===== config.mk =====
export PLATFORM = sky130hd
export DESIGN_NAME = motor_mix_ctrl
export DESIGN_NICKNAME = d
export VERILOG_FILES = /design/src/rtl/motor_mix_pkg.sv /design/src/rtl/mot_track_step.sv /design/src/rtl/motor_mix_ctrl.sv
export SDC_FILE = /design/constraint.sdc
export NUM_CORES = 1
export LEC_CHECK = 0
export BUFFER_PORTS_ARGS = -buffer_cell sky130_fd_sc_hd__buf_2
export CORE_UTILIZATION = 50
export DETAILED_ROUTE_END_ITERATION = 8
export HOLD_SLACK_MARGIN = 0.12
export PLACE_DENSITY_LB_ADDON = 0.15
export SLEW_MARGIN = 40
export SYNTH_ARGS = -nofsm -noshare
export SYNTH_HDL_FRONTEND = slang
export SYNTH_SLANG_ARGS = --single-unit

===== constraint.sdc =====
create_clock -name clk -period 8.2 [get_ports clk]
set_input_delay 1.64 -clock clk [delete_from_list [all_inputs] [get_ports clk]]
set_output_delay 1.64 -clock clk [all_outputs]
set_load 0.1 [all_outputs]

===== src/rtl/motor_mix_pkg.sv =====
// Shared FSM type, default gains and arithmetic helpers for the motor mixer / speed controller.
package motor_mix_pkg;

    typedef enum logic [1:0] {
        ST_IDLE,
        ST_MIX,
        ST_TRACK
    } state_e;

    localparam int DEF_BASE_RPM   = 4000;
    localparam int DEF_ALT_GAIN   = 512;
    localparam int DEF_DIR_GAIN   = 256;
    localparam int DEF_STEP_SHIFT = 2;
    localparam int DEF_TOL        = 16;
    localparam int DEF_SETTLE_CYC = 8;
    localparam int DEF_MAX_STEP   = 1024;

    // Odd channels take negative roll; channels 2,3 (mod 4) take negative pitch.
    function automatic int sx(input int i);
        return (i % 2 == 1) ? -1 : 1;
    endfunction

    function automatic int sy(input int i);
        return ((i / 2) % 2 == 1) ? -1 : 1;
    endfunction

    // Clamp a signed value into the unsigned range [0, 2^w-1].
    function automatic logic [31:0] sat_u(input logic signed [31:0] v, input int w);
        logic signed [31:0] hi;
        hi = (32'sd1 <<< w) - 32'sd1;
        if (v < 0) return '0;
        if (v > hi) return hi;
        return v;
    endfunction

endpackage


===== src/rtl/mot_track_step.sv =====
// One-channel proportional correction step: error, deadband, delta and saturation.
// MOT_RATE_LIMIT_EN clamps the delta to +/-MAX_STEP before saturation.
module mot_track_step
    import motor_mix_pkg::*;
#(
    parameter int RPM_W      = 16,
    parameter int SET_W      = 16,
    parameter int STEP_SHIFT = DEF_STEP_SHIFT,
    parameter int TOL        = DEF_TOL
`ifdef MOT_RATE_LIMIT_EN
    ,
    parameter int MAX_STEP   = DEF_MAX_STEP
`endif
) (
    input  logic [SET_W-1:0]        target_i,
    input  logic signed [RPM_W-1:0] sense_i,
    input  logic [SET_W-1:0]        cur_set_i,
    output logic                    in_tol_o,
    output logic [SET_W-1:0]        next_set_o
);
    localparam int ERR_W = RPM_W + 2;
    localparam logic signed [ERR_W-1:0] TOL_E = ERR_W'(TOL);

    logic signed [ERR_W-1:0] err, err_abs, delta;
    logic signed [31:0]      delta_lim, sum;

    always_comb begin
        err       = $signed(ERR_W'(target_i)) - ERR_W'(sense_i);
        err_abs   = err[ERR_W-1] ? -err : err;
        in_tol_o  = (err_abs <= TOL_E);
        delta     = err >>> STEP_SHIFT;
        delta_lim = {{(32-ERR_W){delta[ERR_W-1]}}, delta};
`ifdef MOT_RATE_LIMIT_EN
        if (delta_lim > MAX_STEP) begin
            delta_lim = MAX_STEP;
        end else if (delta_lim < -MAX_STEP) begin
            delta_lim = -MAX_STEP;
        end
`endif
        sum        = $signed({{(32-SET_W){1'b0}}, cur_set_i}) + delta_lim;
        next_set_o = in_tol_o ? cur_set_i : SET_W'(sat_u(sum, SET_W));
    end

endmodule


===== src/rtl/motor_mix_ctrl.sv =====
// Command mixer and round-robin closed-loop speed controller for NUM_MOT motors.
// Optional build macro MOT_RATE_LIMIT_EN limits each setpoint correction to +/-MAX_STEP.
module motor_mix_ctrl
    import motor_mix_pkg::*;
#(
    parameter int NUM_MOT    = 4,
    parameter int CMD_W      = 3,
    parameter int RPM_W      = 16,
    parameter int SET_W      = 16,
    parameter int BASE_RPM   = DEF_BASE_RPM,
    parameter int ALT_GAIN   = DEF_ALT_GAIN,
    parameter int DIR_GAIN   = DEF_DIR_GAIN,
    parameter int STEP_SHIFT = DEF_STEP_SHIFT,
    parameter int TOL        = DEF_TOL,
    parameter int SETTLE_CYC = DEF_SETTLE_CYC,
    parameter int MAX_STEP   = DEF_MAX_STEP
) (
    input  logic                     clk,
    input  logic                     resetn,
    input  logic                     cmd_valid,
    output logic                     cmd_ready,
    input  logic signed [CMD_W-1:0]  altcmd,
    input  logic signed [CMD_W-1:0]  dircmd_x,
    input  logic signed [CMD_W-1:0]  dircmd_y,
    input  logic [NUM_MOT*RPM_W-1:0] rpm_sense,
    output logic [NUM_MOT*SET_W-1:0] mot_set,
    output logic                     settled,
    output logic                     busy
);
    localparam int IDX_W = $clog2(NUM_MOT);
    localparam int CNT_W = $clog2(SETTLE_CYC + 1);
    localparam int MIX_W = RPM_W + 4;

    if (!(NUM_MOT == 4 || NUM_MOT == 8) || MAX_STEP < 1) begin : g_param_check
        $error("motor_mix_ctrl: NUM_MOT must be 4 or 8 and MAX_STEP positive");
    end

    state_e                  state_q, state_d;
    logic [IDX_W-1:0]        idx_q, idx_d;
    logic signed [CMD_W-1:0] alt_q, alt_d, dx_q, dx_d, dy_q, dy_d;
    logic [SET_W-1:0]        target_q [NUM_MOT];
    logic [SET_W-1:0]        target_d [NUM_MOT];
    logic [SET_W-1:0]        set_q [NUM_MOT];
    logic [SET_W-1:0]        set_d [NUM_MOT];
    logic [NUM_MOT-1:0]      in_tol_q, in_tol_d;
    logic [CNT_W-1:0]        cnt_q, cnt_d;
    logic                    settled_q, settled_d;

    logic signed [RPM_W-1:0] sense_a [NUM_MOT];
    logic signed [MIX_W-1:0] mix_val;
    logic [SET_W-1:0]        mix_target, step_set;
    logic                    step_in_tol, accept;

    for (genvar g = 0; g < NUM_MOT; g++) begin : g_chan
        assign sense_a[g]                = rpm_sense[g*RPM_W +: RPM_W];
        assign mot_set[g*SET_W +: SET_W] = set_q[g];
    end

    assign cmd_ready = (state_q != ST_MIX);
    assign busy      = (state_q != ST_IDLE);
    assign settled   = settled_q;
    assign accept    = cmd_valid && cmd_ready;

    always_comb begin
        mix_val = MIX_W'(BASE_RPM)
                + MIX_W'(alt_q) * MIX_W'(ALT_GAIN)
                + MIX_W'(sx(int'(idx_q))) * MIX_W'(dx_q) * MIX_W'(DIR_GAIN)
                + MIX_W'(sy(int'(idx_q))) * MIX_W'(dy_q) * MIX_W'(DIR_GAIN);
        mix_target = SET_W'(sat_u({{(32-MIX_W){mix_val[MIX_W-1]}}, mix_val}, SET_W));
    end

    // A single step unit is time-shared across channels by idx_q.
    mot_track_step #(
        .RPM_W      (RPM_W),
        .SET_W      (SET_W),
        .STEP_SHIFT (STEP_SHIFT),
        .TOL        (TOL)
`ifdef MOT_RATE_LIMIT_EN
        ,
        .MAX_STEP   (MAX_STEP)
`endif
    ) u_step (
        .target_i   (target_q[idx_q]),
        .sense_i    (sense_a[idx_q]),
        .cur_set_i  (set_q[idx_q]),
        .in_tol_o   (step_in_tol),
        .next_set_o (step_set)
    );

    // NOTE: every variable gets its hold value first, so no path leaves one unassigned and no latch is inferred.
    always_comb begin
        state_d   = state_q;
        idx_d     = idx_q;
        alt_d     = alt_q;
        dx_d      = dx_q;
        dy_d      = dy_q;
        target_d  = target_q;
        set_d     = set_q;
        in_tol_d  = in_tol_q;
        cnt_d     = cnt_q;
        settled_d = settled_q;

        if (accept) begin
            alt_d   = altcmd;
            dx_d    = dircmd_x;
            dy_d    = dircmd_y;
            idx_d   = '0;
            state_d = ST_MIX;
        end

        case (state_q)
            ST_IDLE: ;
            ST_MIX: begin
                target_d[idx_q] = mix_target;
                if (idx_q == IDX_W'(NUM_MOT - 1)) begin
                    idx_d   = '0;
                    state_d = ST_TRACK;
                end else begin
                    idx_d = idx_q + 1'b1;
                end
            end
            ST_TRACK: begin
                if (accept) begin
                    in_tol_d  = '0;
                    cnt_d     = '0;
                    settled_d = 1'b0;
                end else begin
                    set_d[idx_q]    = step_set;
                    in_tol_d[idx_q] = step_in_tol;
                    idx_d = (idx_q == IDX_W'(NUM_MOT - 1)) ? '0 : idx_q + 1'b1;
                    if (&in_tol_q) begin
                        cnt_d = (cnt_q == CNT_W'(SETTLE_CYC)) ? cnt_q : cnt_q + 1'b1;
                    end else begin
                        cnt_d = '0;
                    end
                    settled_d = (cnt_d == CNT_W'(SETTLE_CYC));
                end
            end
            default: state_d = ST_IDLE;
        endcase
    end

    // NOTE: targets and setpoints are plain registers with reset, so an abort leaves no stale channel data.
    always_ff @(posedge clk or posedge resetn) begin
        if (resetn) begin
            state_q   <= ST_IDLE;
            idx_q     <= '0;
            alt_q     <= '0;
            dx_q      <= '0;
            dy_q      <= '0;
            in_tol_q  <= '0;
            cnt_q     <= '0;
            settled_q <= 1'b0;
            for (int i = 0; i < NUM_MOT; i++) begin
                target_q[i] <= '0;
                set_q[i]    <= '0;
            end
        end else begin
            state_q   <= state_d;
            idx_q     <= idx_d;
            alt_q     <= alt_d;
            dx_q      <= dx_d;
            dy_q      <= dy_d;
            target_q  <= target_d;
            set_q     <= set_d;
            in_tol_q  <= in_tol_d;
            cnt_q     <= cnt_d;
            settled_q <= settled_d;
        end
    end

endmodule


After elaboration in Yosys (flattened, before gate mapping)
Cells that the tools add are included.
{"block": "totals", "regBits": 150, "elab_cells": 99, "inputBits": 76}
{"block": "classes", "add_sub_neg": 8, "magnitude_cmp": 9, "n_eq_ne": 6, "multipliers": 2, "n_reduce_logical": 8, "bitwise_logic": 2, "n_mux": 48}
{"op": "$mux W16", "n": 16}
{"op": "$bwmux W64", "n": 2}
{"op": "$bmux W16 S2", "n": 3}
{"op": "$mul A20 B3 Y12", "n": 2}
{"op": "$mux W20", "n": 2}
{"op": "$demux W16 S2", "n": 1}
{"op": "$mux W4", "n": 6}
{"op": "$add A14 B20 Y20", "n": 1}
{"op": "$add A20 B20 Y20", "n": 1}
{"op": "$gt A20 B17 Y1 const B", "n": 1}
{"op": "$lt A20 B1 Y1 const B", "n": 1}
{"op": "$add A17 B16 Y18", "n": 1}
{"op": "$gt A18 B17 Y1 const B", "n": 1}
{"op": "$le A18 B6 Y1 const B", "n": 1}
{"op": "$lt A18 B1 Y1 const B", "n": 1}
{"op": "$mux W18", "n": 1}
{"op": "$neg A18 Y18", "n": 1}
{"op": "$sub A17 B16 Y18", "n": 1}
{"op": "$add A13 B12 Y14 const A", "n": 1}
{"op": "$mux W2", "n": 5}
{"op": "$eq A4 B4 Y1 const B", "n": 2}
{"op": "$mux W1", "n": 8}
{"op": "$pmux W2 S2", "n": 2}
{"op": "$add A4 B1 Y4 const B", "n": 1}
{"op": "other kinds (18)", "n": 21}

Logic depth before layout (Yosys ltp)
{"block": "depth", "ltp_word": 13, "depth_mapped": 30, "depth_no_buf": 26}

By module
From an unflattened synthesis, not the netlist that was laid out.
{"block": "unflattened", "hier_cells": 953, "hier_area_um2": 9716.8}
{"module": "motor_mix_ctrl", "n_inst": 1, "seq_area_each_um2": 3153.0, "area_each_um2": 7430.9, "cells_each": 630}
{"module": "mot_track_step", "n_inst": 1, "seq_area_each_um2": 0.0, "area_each_um2": 2285.9, "cells_each": 323}

Worst setup path after synthesis
No wires, ideal clock.
{"block": "synth_path", "path_type": "register to register", "from": "register idx_q[0]", "to": "register target_q[25] (netlist bit)", "slack_ns": 0.867, "stages_incl_launch_ff": 31, "synth_period_minus_slack_ns": 7.333, "required_ns": 8.065, "setup_ns": 0.135, "t_arrival_ns": 7.198, "cell_sequence": "dfrtp_1 -> clkbuf_1 -> buf_1 -> clkbuf_1 -> inv_1 -> nor2_1 -> ha_1 -> fa_1 -> ha_1 -> fa_1 -> ha_1 -> inv_1 -> fa_1 -> inv_1 -> ha_1 -> ha_1 -> inv_1 -> o21bai_1 -> a21oi_1 -> nor2b_1 -> o21a_1 -> o21ai_0 -> nand2b_1 -> a21oi_1 -> xnor2_1 -> clkbuf_1 -> nand4_1 -> ha_1 -> inv_1 -> o21ai_0 -> o21ai_0"}
{"block": "synth_between", "elab_chain_cells": 10, "word_cells_on_any_way": 19, "classes_between": "2 x add/sub; 1 x mul; 4 x order compare; 10 x mux; 1 x bitwise; 1 x reduce/logical"}
{"element": "start, declared", "line": "motor_mix_ctrl.sv:39", "rtl": "logic [IDX_W-1:0] idx_q, idx_d;"}
{"element": "start signal, assigned", "line": "motor_mix_ctrl.sv:160", "rtl": "idx_q <= idx_d;"}
{"element": "$mux W20", "line": "motor_mix_pkg.sv:20", "rtl": "return (i % 2 == 1) ? -1 : 1;"}
{"element": "$mul A20 B3 Y12", "line": "motor_mix_ctrl.sv:67", "rtl": "+ MIX_W'(sx(int'(idx_q))) * MIX_W'(dx_q) * MIX_W'(DIR_GAIN)"}
{"element": "$add A14 B20 Y20", "line": "motor_mix_ctrl.sv:67"}
{"element": "$add A20 B20 Y20", "line": "motor_mix_ctrl.sv:68", "rtl": "+ MIX_W'(sy(int'(idx_q))) * MIX_W'(dy_q) * MIX_W'(DIR_GAIN);"}
{"element": "$gt A20 B17 Y1", "line": "motor_mix_pkg.sv:32", "rtl": "if (v > hi) return hi;"}
{"element": "$mux W1 (2 in a row)", "line": "motor_mix_pkg.sv:32"}
{"element": "$mux W16", "line": "motor_mix_pkg.sv:33", "rtl": "return v;"}
{"element": "$mux W16", "line": "motor_mix_pkg.sv:32"}
{"element": "$bwmux W64 *", "line": "motor_mix_ctrl.sv:114", "rtl": "target_d[idx_q] = mix_target;"}
{"element": "end signal, assigned", "line": "motor_mix_ctrl.sv:164", "rtl": "target_q <= target_d;"}
{"element": "end, declared", "line": "motor_mix_ctrl.sv:41", "rtl": "logic [SET_W-1:0] target_q [NUM_MOT];"}
Every way passes the cells marked *; elsewhere a longest branch is shown, timed or not. The select of a mux whose other input is x is not followed.
A chain may end at the register's enable or synchronous reset.

Worst setup path in the final report
{"block": "layout_path", "from": "input rpm_sense[16]", "to": "register set_q, in the netlist mot_set[27]"}
{"block": "layout_between", "elab_chain_cells": 12, "word_cells_on_any_way": 18, "classes_between": "3 x add/sub; 3 x order compare; 12 x mux"}
{"element": "start, declared", "line": "motor_mix_ctrl.sv:25", "rtl": "input logic [NUM_MOT*RPM_W-1:0] rpm_sense,"}
{"element": "$bmux W16 S2 *", "line": "motor_mix_ctrl.sv:84", "rtl": ".sense_i (sense_a[idx_q]),"}
{"element": "$mux W16 (not written as such) * (2 in a row)", "line": "motor_mix_ctrl.sv:84"}
{"element": "$sub A17 B16 Y18 *", "line": "mot_track_step.sv:28", "rtl": "err = $signed(ERR_W'(target_i)) - ERR_W'(sense_i);"}
{"element": "$add A17 B16 Y18", "line": "mot_track_step.sv:40", "rtl": "sum = $signed({{(32-SET_W){1'b0}}, cur_set_i}) + delta_lim;"}
{"element": "$gt A18 B17 Y1", "line": "motor_mix_pkg.sv:32"}
{"element": "$mux W1 (2 in a row)", "line": "motor_mix_pkg.sv:32"}
{"element": "$mux W16", "line": "motor_mix_pkg.sv:33"}
{"element": "$mux W16", "line": "motor_mix_pkg.sv:32"}
{"element": "$mux W16 *", "line": "mot_track_step.sv:41", "rtl": "next_set_o = in_tol_o ? cur_set_i : SET_W'(sat_u(sum, SET_W));"}
{"element": "$bwmux W64 *", "line": "motor_mix_ctrl.sv:128", "rtl": "set_d[idx_q] = step_set;"}
{"element": "end signal, assigned", "line": "motor_mix_ctrl.sv:165", "rtl": "set_q <= set_d;"}
{"element": "end, declared", "line": "motor_mix_ctrl.sv:43", "rtl": "logic [SET_W-1:0] set_q [NUM_MOT];"}
Marks and branches as above.

==> impl_metrics.ini <==
[status]
status = finished, final reports clean

[clock_tree]
cts.reportedPaths.clkPinSlew_ns = 0.05
tritoncts = built
h-tree-depth = 4
cts_sinks = 126
cts_made_buffers = 17
cts-resized-gates = 0
cts_setup_buffers = 0
ctsLongestPathBuffers = 2
root_buffer = clkbuf_16
insertion_delay_ns = 0.43
cts_hold_buf = 0

[finish]
n_antenna_cell = 0
fill_cells = 1726
stdcell_count = 1449
final_nets = 1356
areaGrowthSynthToFinish_pct = 16.1
drive_above_1_share_pct = 22.1

[yosys]
synth.distinct_cells = 75
ys_ff_latch = 126
yosys-top-cells-area = dfrtp_1 32%, ha_1 11%, mux4_2 9.4%
yosysWarningCount = 0
yosysTopAreaCell = dfrtp_1
syn_avg_cell_area_um2 = 9.36
synth_ff_type = dfrtp_1
ys_top_cells_by_count = 146 x nand2_1, 126 x dfrtp_1, 92 x inv_1
ys_seq_area_share_pct = 32.0
synth_most_common_cell = nand2_1
synth_area_um2 = 9850
async_flop_share_pct = 100
synth_edf_count = 0
yosysTopAreaCellShare_pct = 32.0
synthesis.nets = 1232
syn_inst = 1052

[worst_setup_path]
worstReg2RegEnd = mot_set[27]
cp.arrival_ns = 7.10
cp-end-kind = flop
cp_data_required_time_ns = 8.50
crit_fanout = 15
path_class = in -> reg
r2r_slack_ns = 1.46
reg2regPathDepth = 21
rr_startpoint = idx_q[0]
cp-start-kind = input pin

[global_routing]
overflow = 0
grt_pass1_vias = 8107
grt_max_degree = 71
grt_use_met3_pct = 4.24
use_met1_pct = 33.4
use_met2_pct = 40.7
grt_usage_pct = 24.5
grt_antenna_before_repair = 0
busiest_layer = met2
grt_pass1_wl_um = 39500

[floorplan]
die_area_um2 = 20300
die_w_um = 142
start_util_pct = 51.8
core_area_um2 = 19000
pin_count = 143
die_h_um = 142
num_rows = 50

[min_path]
holdCritStartpoint = target_q[11]
holdPathEnd = target_q[11]
min_path_type = reg -> reg
holdPathStages = 2

[drt]
first_pass_iters = 7
routed_wl_um = 23400
drc = 0
drt-vias-per-instance = 5.63
vias = 8152
avgRoutedWirePerCell_um = 16.1
drtIter0Drc = 492
ant_nets = 0

[sta]
tns_ns = 0
layout_min_cycle_time_ns = 6.80
hold_viol = 0
rsz0062_at_grt = false
finalCritPeriodShare_pct = 82.9
clock_skew_ns = 0.0152
final_max_slew_viol_count = 0
timing.slew.headroom_pct = 45.4
max_freq_mhz = 147
tightest_slew_ns = 0.816
setup-violations-final = 0

[place]
dp_cells = 1417
portBuffers = 142
dp_hpwl_um = 17300
routabilityCongestion = 0.840

[flow_run]
drv_cap = 0
layout by cell type, fill, tap and decap left out, drive strengths merged, types with 20 or more instances in the layout:
master,n
dfrtp,126
nor2,37
mux4,41
ha,87
nand2,146
inv,94
buf,149
nand3,20
xnor2,29
a21oi,53
o21ai,142
logic make-up after synthesis:
family | synth area share, %
muxes | 13.4
DFF | 32.0
adders and majority gates | 14.6
xor gates and xnor gates | 3.82
and+or+nand+nor | 13.1
AOI/OAI and AO/OA | 17.8
buffers and inverters | 5.27
layer usage:
metal / vias up / share of wire (%)
met4: 0 / 0.98
li1: 4016 / -
met3: 17 / 3.8
met5: - / 0
met2: 170 / 48
met1: 3949 / 48
through the flow:
step	hold slack, ns	util, %	instance area, um^2	worst slack [ns]
3_5_place_dp	0.466	56.8	10800	1.08
5_1_grt	0.497	60.1	11400	0.935
6_report	0.475	60.1	11400	1.40
2_1_floorplan	0.445	-	9850	0.867
3_3_place_gp	0.459	56.7	10800	0.885
4_1_cts	0.479	60.1	11400	1.50
cell type report:
class / count / area (um^2) / share of cell area, %
Timing Repair Buffer: 149 / 767 / 6.71
Clock buffer: 19 / 433 / 3.79
Sequential cell: 126 / 3160 / 27.6
Multi-Input combinational cell: 790 / 6220 / 54.4
Tap cell: 260 / 325 / 2.84
Clock inverter: 13 / 188 / 1.64
Inverter: 92 / 348 / 3.04
worst max-delay path: stages:
cell and delay, ns:
buf_2 0.07, mux4_2 0.23, ha_1 0.16, inv_1 0.05, fa_1 0.41, a211oi_1 0.49, nor2_1 0.12, xor2_1 0.57
ha_1 0.39, nor2b_1 0.15, o21a_1 0.17, o21ai_0 0.30, a22o_1 0.26, o211ai_1 0.14, maj3_1 0.44, a41oi_1 0.56
xnor2_4 0.31, a21oi_1 0.13, o22a_1 0.25, mux2_2 0.27
worst max-delay path by stage:
stage / startpoint / endpoint / cells after the start
after floorplan: idx_q[0] / target_q[25] / 30
after global placement: rpm_sense[49] / mot_set[43] / 20
after detailed placement: rpm_sense[16] / mot_set[59] / 20
after CTS: rpm_sense[16] / mot_set[27] / 20
after global routing: idx_q[0] / mot_set[9] / 21
final: rpm_sense[16] / mot_set[27] / 20
state kept, by name (all words and copies together), names as in the netlist:
register  cells
idx_q         2
mot_set      64
settled       1
dx_q          3
in_tol_q      4
cnt_q         4
state_q       2
alt_q         3
dy_q          3
target_q     40
Power is not shown: default switching activity piles up to over one toggle a cycle in this logic, so the estimate is an artifact.
